## src/rtl/fetch_unit.sv

```systemverilog
// fetch_unit: PC register, combinational imem port and a small {pc, instr} FIFO toward decode.
// A branch redirect reloads the PC and empties the FIFO in the same edge.
module fetch_unit #(
    parameter logic [31:0] RESET_PC = 32'h0000_0000,
    parameter int          DEPTH    = 2
) (
    input  logic        clk,
    input  logic        reset,
    input  logic        fetch_en,
    output logic [31:0] imem_a,
    input  logic [31:0] imem_rd,
    input  logic        redirect,
    input  logic [31:0] redirect_pc,
    output logic        out_valid,
    input  logic        out_ready,
    output logic [31:0] out_instr,
    output logic [31:0] out_pc,
    output logic [31:0] out_pcplus8
);
    localparam int AW = $clog2(DEPTH);
    localparam logic [AW:0] FULL = DEPTH[AW:0];

    logic [31:0]   pc_q, pc_d;
    logic [AW-1:0] rd_q, rd_d, wr_q, wr_d;
    logic [AW:0]   cnt_q, cnt_d;
    logic [31:0]   pcs_q   [DEPTH];
    logic [31:0]   instr_q [DEPTH];
    logic          pop, push;

    assign imem_a      = pc_q;
    assign out_valid   = cnt_q != '0;
    assign out_instr   = instr_q[rd_q];
    assign out_pc      = pcs_q[rd_q];
    assign out_pcplus8 = out_pc + 32'd8;

    // A redirect voids any handshake happening in the same cycle
    assign pop  = out_valid & out_ready & ~redirect;
    assign push = fetch_en & ~redirect & ((cnt_q < FULL) | pop);

    always_comb begin
        pc_d  = redirect ? {redirect_pc[31:2], 2'b00} : push ? pc_q + 32'd4 : pc_q;
        wr_d  = redirect ? '0 : push ? wr_q + 1'b1 : wr_q;
        rd_d  = redirect ? '0 : pop ? rd_q + 1'b1 : rd_q;
        cnt_d = redirect ? '0 : (push & ~pop) ? cnt_q + 1'b1 : (pop & ~push) ? cnt_q - 1'b1 : cnt_q;
    end

    always_ff @(posedge clk or negedge reset) begin
        if (!reset) begin
            pc_q  <= {RESET_PC[31:2], 2'b00};
            rd_q  <= '0;
            wr_q  <= '0;
            cnt_q <= '0;
            for (int i = 0; i < DEPTH; i++) begin
                pcs_q[i]   <= '0;
                instr_q[i] <= '0;
            end
        end else begin
            pc_q  <= pc_d;
            rd_q  <= rd_d;
            wr_q  <= wr_d;
            cnt_q <= cnt_d;
            if (push) begin
                pcs_q[wr_q]   <= pc_q;
                instr_q[wr_q] <= imem_rd;
            end
        end
    end
endmodule

```

## config.mk

```make
export PLATFORM = sky130hd
export DESIGN_NAME = fetch_unit
export DESIGN_NICKNAME = d
export VERILOG_FILES = /design/src/rtl/fetch_unit.sv
export SDC_FILE = /design/constraint.sdc
export NUM_CORES = 1
export LEC_CHECK = 0
export ABC_AREA = 1
export CAP_MARGIN = 20
export CORE_ASPECT_RATIO = 1.1
export CORE_MARGIN = 5
export CORE_UTILIZATION = 35
export DETAILED_ROUTE_END_ITERATION = 16
export PLACE_DENSITY = 0.68
export SYNTH_ARGS = -nofsm -noshare
export SYNTH_HDL_FRONTEND = slang
export SYNTH_SLANG_ARGS = --single-unit
```

## constraint.sdc

```tcl
create_clock -name clk -period 2.65 [get_ports clk]
set_input_delay 0.265 -clock clk [delete_from_list [all_inputs] [get_ports clk]]
set_output_delay 0.265 -clock clk [all_outputs]
set_load 0.01 [all_outputs]
```

# --- Word level (Yosys, flattened, before mapping) ---
# Index checks and enable logic that the tools add are counted.
op_classes:
  magnitude_cmp: 4
  mux: 19
  n_reduce_logical: 5
  add_sub_neg: 6
  bitwise_logic: 12
op_table:
  columns: ["op", "count"]
  rows:
  - ["32-bit two-way mux", 9]
  - ["64-bit bitwise mux", 2]
  - ["32-bit by 3-bit adder with 32-bit output (second input constant)", 1]
  - ["32-bit by 4-bit adder with 32-bit output (second input constant)", 1]
  - ["32-bit demux with 1-bit select", 1]
  - ["1-bit bitwise AND", 6]
  - ["2-bit two-way mux", 3]
  - ["2-bit nonzero test", 3]
  - ["2-bit >= comparator (second input constant)", 2]
  - ["1-bit two-way mux", 4]
  - ["1-bit inverter with 2-bit output", 2]
  - ["1-bit inverter", 3]
  - ["3-bit nonzero test", 1]
  - ["1-bit adder (second input constant)", 2]
  - ["2-bit by 1-bit adder with 2-bit output (second input constant)", 1]
  - ["2-bit by 1-bit < comparator with 1-bit output (second input constant)", 1]
  - ["2-bit < comparator (second input constant)", 1]
  - ["2-bit by 1-bit subtractor with 2-bit output (second input constant)", 1]
  - ["1-bit logical AND", 1]
  - ["1-bit OR", 1]
word_totals:
  in_bits: 69
  regBits: 164
  word_cells: 54
  out_inout_bits: 129

# --- Logic depth before layout (Yosys ltp) ---
depth:
  depth_word: 10
  depth_mapped: 12

# --- Least setup slack after synthesis ---
# No wires, ideal clock.
synth_path:
  kind: "flip-flop to output port"
  from: "register rd_q"
  to: "output port out_pcplus8[17]"
  t_arrival_ps: 2019
  path_stages_with_launch: 10
  required_ps: 2385
  slack_ps: 366
  cell_sequence: "dfrtp_1 > buf_6 > o21ai_1 > inv_1 > ha_1 > nand3_2 > inv_1 > nand2_1 > nor2_1 > xor2_1"
synth_via:
  elab_chain_len: 5
synth_rtl:
  columns: ["element", "line_no", "text"]
  rows:
  - ["start: declaration", "24", "logic [AW-1:0] rd_q, rd_d, wr_q, wr_d;"]
  - ["start signal: assignment", "59", "rd_q <= rd_d;"]
  - ["1-bit inverter with 2-bit output (not written as such)", "33", "assign out_pc = pcs_q[rd_q];"]
  - ["32-bit two-way mux (not written as such) (3 in a row)", "33", null]
  - ["named net out_pc[3]", "17", "output logic [31:0] out_pc,"]
  - ["32-bit by 4-bit adder with 32-bit output", "34", "assign out_pcplus8 = out_pc + 32'd8;"]
  - ["end: declaration", "18", "output logic [31:0] out_pcplus8"]
# The timed path passes the listed nets, and every way through them passes these cells. The select of a mux whose other input is x is not followed.

# --- Final worst setup path ---
layout_path:
  from: "register rd_q"
  to: "output port out_pcplus8[26]"
layout_via:
  elab_chain_len: 5
layout_rtl:
  columns: ["element", "line_no"]
  rows:
  - ["1-bit inverter with 2-bit output (not written as such)", "33"]
  - ["32-bit two-way mux (not written as such) (3 in a row)", "33"]
  - ["32-bit by 4-bit adder with 32-bit output", "34"]
# No other way between the ends. The select of a mux whose other input is x is not followed.

==> flow_summary_export.csv <==
group,metric,value,unit
global_route,grt_overflow,0,
clock_tree,cts-root-buf,"clkbuf_16",
timing,fmax,391,MHz
cells_and_area,drive_above_1_share,13.2,%
placement,numPortBuffers,189,
route,drc,0,
worst_setup_path,path_class,"reg -> out",
clock_tree,cts_made_buffers,17,
worst_setup_path,regToRegSetupSlack,510,ps
min_path,hp-start,"redirect_pc[3]",
die,io_pins,198,
timing,timing.hold.ws,409,ps
synth,synthDistinctLibCells,32,
synth,ys_seq_elements,158,
pwr,peakVddDrop,0.495,mV
worst_setup_path,crit_chain,"clkinv_4, buf_12, nand2_1, nand2_2, nand2_2, nor2_2, buf_4, nand2_2, nor2_2, nand2_1, nand2_1, nand2_1, dlygate4sd2_1",
die,die_h,174,um
clock_tree,cts_max_level,4,
route,drt_iter0_drc,539,
die,die-area,27600,um2
route,viasPerCell,4.72,
worst_setup_path,endpoint_kind,"output port",
synth,yosys.area.top_type_share,46.3,%
min_path,hold_path_class,"in -> reg",
worst_setup_path,worstPathRequired,2380,ps
timing,drv_slew,0,
synth,syn_area,8550,um2
synth,synth-seq-area-share,46.3,%
worst_setup_path,startpoint,"rd_q",
job,max_cap_violations,0,
synth,ys_warn_count,0,
timing,fin_crit_sh,96.6,%
global_route,grt_max_degree,115,
timing,max_slew_margin,47.7,%
route,num_vias,8277,
timing,skew,10.7,ps
placement,hpwl,19000,um
route,wire_per_inst,14.9,um
placement,dpl_worst_slack,55.4,ps
synth,synthCells,1216,
die,fp-row-count,60,
timing,layout_min_cycle_time,2560,ps
route,postRouteWirelength,26200,um
timing,rsz0062_at_grt,"yes",
cells_and_area,antennaDiodeCount,0,
global_route,grt_pass1_vias,8080,
synth,synth_top_area_cell,"dfrtp_1",
clock_tree,clk_path_buf_depth,2,
clock_tree,clock_sinks,158,
synth,synth_area_leaders,"dfrtp_1 46%, nand2_1 23%, o21ai_0 8.1%, inv_1 4.7%, nor2_1 4.0%",
timing,finalSetupViolCount,0,
worst_setup_path,crit_top_cell,"nand2_1",
clock_tree,clkSlewWorstSetupHoldPaths,60,ps
clock_tree,clkLatencyLatePin,420,ps
route,drtPass1Iterations,5,
worst_setup_path,worstPathMaxFanout,12,
cells_and_area,layout.cells.non_filler,1754,
worst_setup_path,max_stage_delay,490,ps
timing,tightestPinTransition,784,ps
worst_setup_path,path_buf_inv,4,
pwr,power.density,813,nW/um2
route,final_antenna_net_count,0,
worst_setup_path,worst_path_dominant_cell_family,"simple AND/OR/NAND/NOR gates",
die,core_area,24200,um2
cells_and_area,nets,1502,
timing,setup_ws,90.8,ps
die,initial_core_util,35.2,%
cells_and_area,mostFrequentLayoutCell,"nand2_1",
cells_and_area,final_cell_mix,"507 x nand2_1, 161 x clkdlybuf4s50_1, 157 x dfrtp_1, 138 x o21ai_0, 104 x inv_1",
outcome,run_status,"finished, final reports clean",
global_route,grt_antenna_before_repair,0,
cells_and_area,area_delta_synth_final,39.9,%
clock_tree,cts_tree,"yes",
placement,place_congestion,0.909,
worst_setup_path,crit_path_start_kind,"register",
worst_setup_path,cpMaxStageDelayCell,"dfrtp_2",
timing,hold_viol_final,0,
worst_setup_path,arrival,2290,ps
pwr,leakage,0.00578,uW
global_route,grt_pass1_wl,41900,um
pwr,power,9710,uW
worst_setup_path,r2r_start,"imem_a[2]",
die,die_x,159,um
synth,syn_avg_cell_area,7.03,um2
placement,dp_cells,1709,
global_route,grt_usage,18.4,%
-- metal layers --
| metal | track usage [%] | vias up | wire length [um] |
|---|---|---|---|
| met5 | 0 | - | 0 |
| met4 | 5.40 | 0 | 578 |
| met3 | 3.77 | 38 | 1260 |
| met2 | 30.3 | 232 | 12500 |
| met1 | 24.6 | 3826 | 11800 |
| li1 | - | 4181 | - |
-- where the power goes --
part           leakage [uW]  switching, uW  total [uW]  internal, uW
combinational       0.00349           1860        3510          1650
sequential          0.00198            406        3440          3040
clock              0.000319            971        2770          1790
total               0.00578           3240        9710          6480
-- layout make-up --
class	instances	area, um2
clock buffer	22	454
timing repair buffer	244	2360
sequential	158	3960
fill	2442	12300
multi-input combinational	900	4170
tap	310	388
clock inverter	10	210
inverter	110	420
-- worst paths after layout --
check | endpoint | depth (start not counted)
max | out_pcplus8[26] | 13
min | imem_a[3] | 3
max reg2reg | imem_a[16] | 7
min reg2reg | pcs_q[31] | 2
max in group asynchronous | pcs_q[55] | 3
min in group asynchronous | instr_q[41] | 2
-- Yosys cell counts (all sizes together) --
| cell | n |
|---|---|
| inv | 109 |
| o211ai | 6 |
| and3 | 1 |
| ha | 2 |
| nand2 | 557 |
| a31oi | 1 |
| clkinv | 1 |
| nand4 | 2 |
| nand3 | 44 |
| o21bai | 2 |
| dfrtp | 158 |
| or2 | 1 |
| clkbuf | 20 |
| xnor2 | 5 |
| nand3b | 2 |
| conb | 1 |
| a21oi | 5 |
| o221ai | 1 |
| xor2 | 19 |
| o21ai | 149 |
| nor2 | 97 |
| buf | 33 |
-- sequential cells by signal, indices dropped and copies added, names as in the netlist --
name,cells
instr_q,64
imem_a,30
wr_q,1
pcs_q,60
cnt_q,2
rd_q,1
-- worst register-to-register path, cell delays in order, from the launching register on --
cell,delay (ps)
dfrtp_1,560
ha_1,380
nand3_1,190
nor2_1,420
nand3_1,180
xor2_1,180
nand2_1,60
nand3_1,60
-- kinds of logic after synthesis --
group,after synthesis,synth area share (%)
buffers and inverters,163,8.14
other,1,0.0439
DFF,158,46.3
xor gates and xnor gates,24,2.46
and+or+nand+nor,704,32.9
adders and majority gates,2,0.293
AOI/OAI and AO/OA,164,9.90
-- per-stage QoR --
stage                     instance area (um2)  util, %  TNS, ps
after floorplan                          8570        -        0
after global placement                  10900     45.1        0
after detailed placement                10900     45.1        0
after CTS                               11700     48.2     -405
after global routing                    12000     49.3     -306
final                                   12000     49.3        0
-- timing repair --
action | CTS | global route
resized for setup | 46 | 83
endpoints found under the setup margin | 26 | 26
setup buffers | 4 | 6
hold buffers | 1 | 0
pin swaps | 1 | 11
endpoints found under the hold margin | 78 | 0
gates cloned | 0 | 2
No activity file was read; power rests on OpenSTA's default activity.
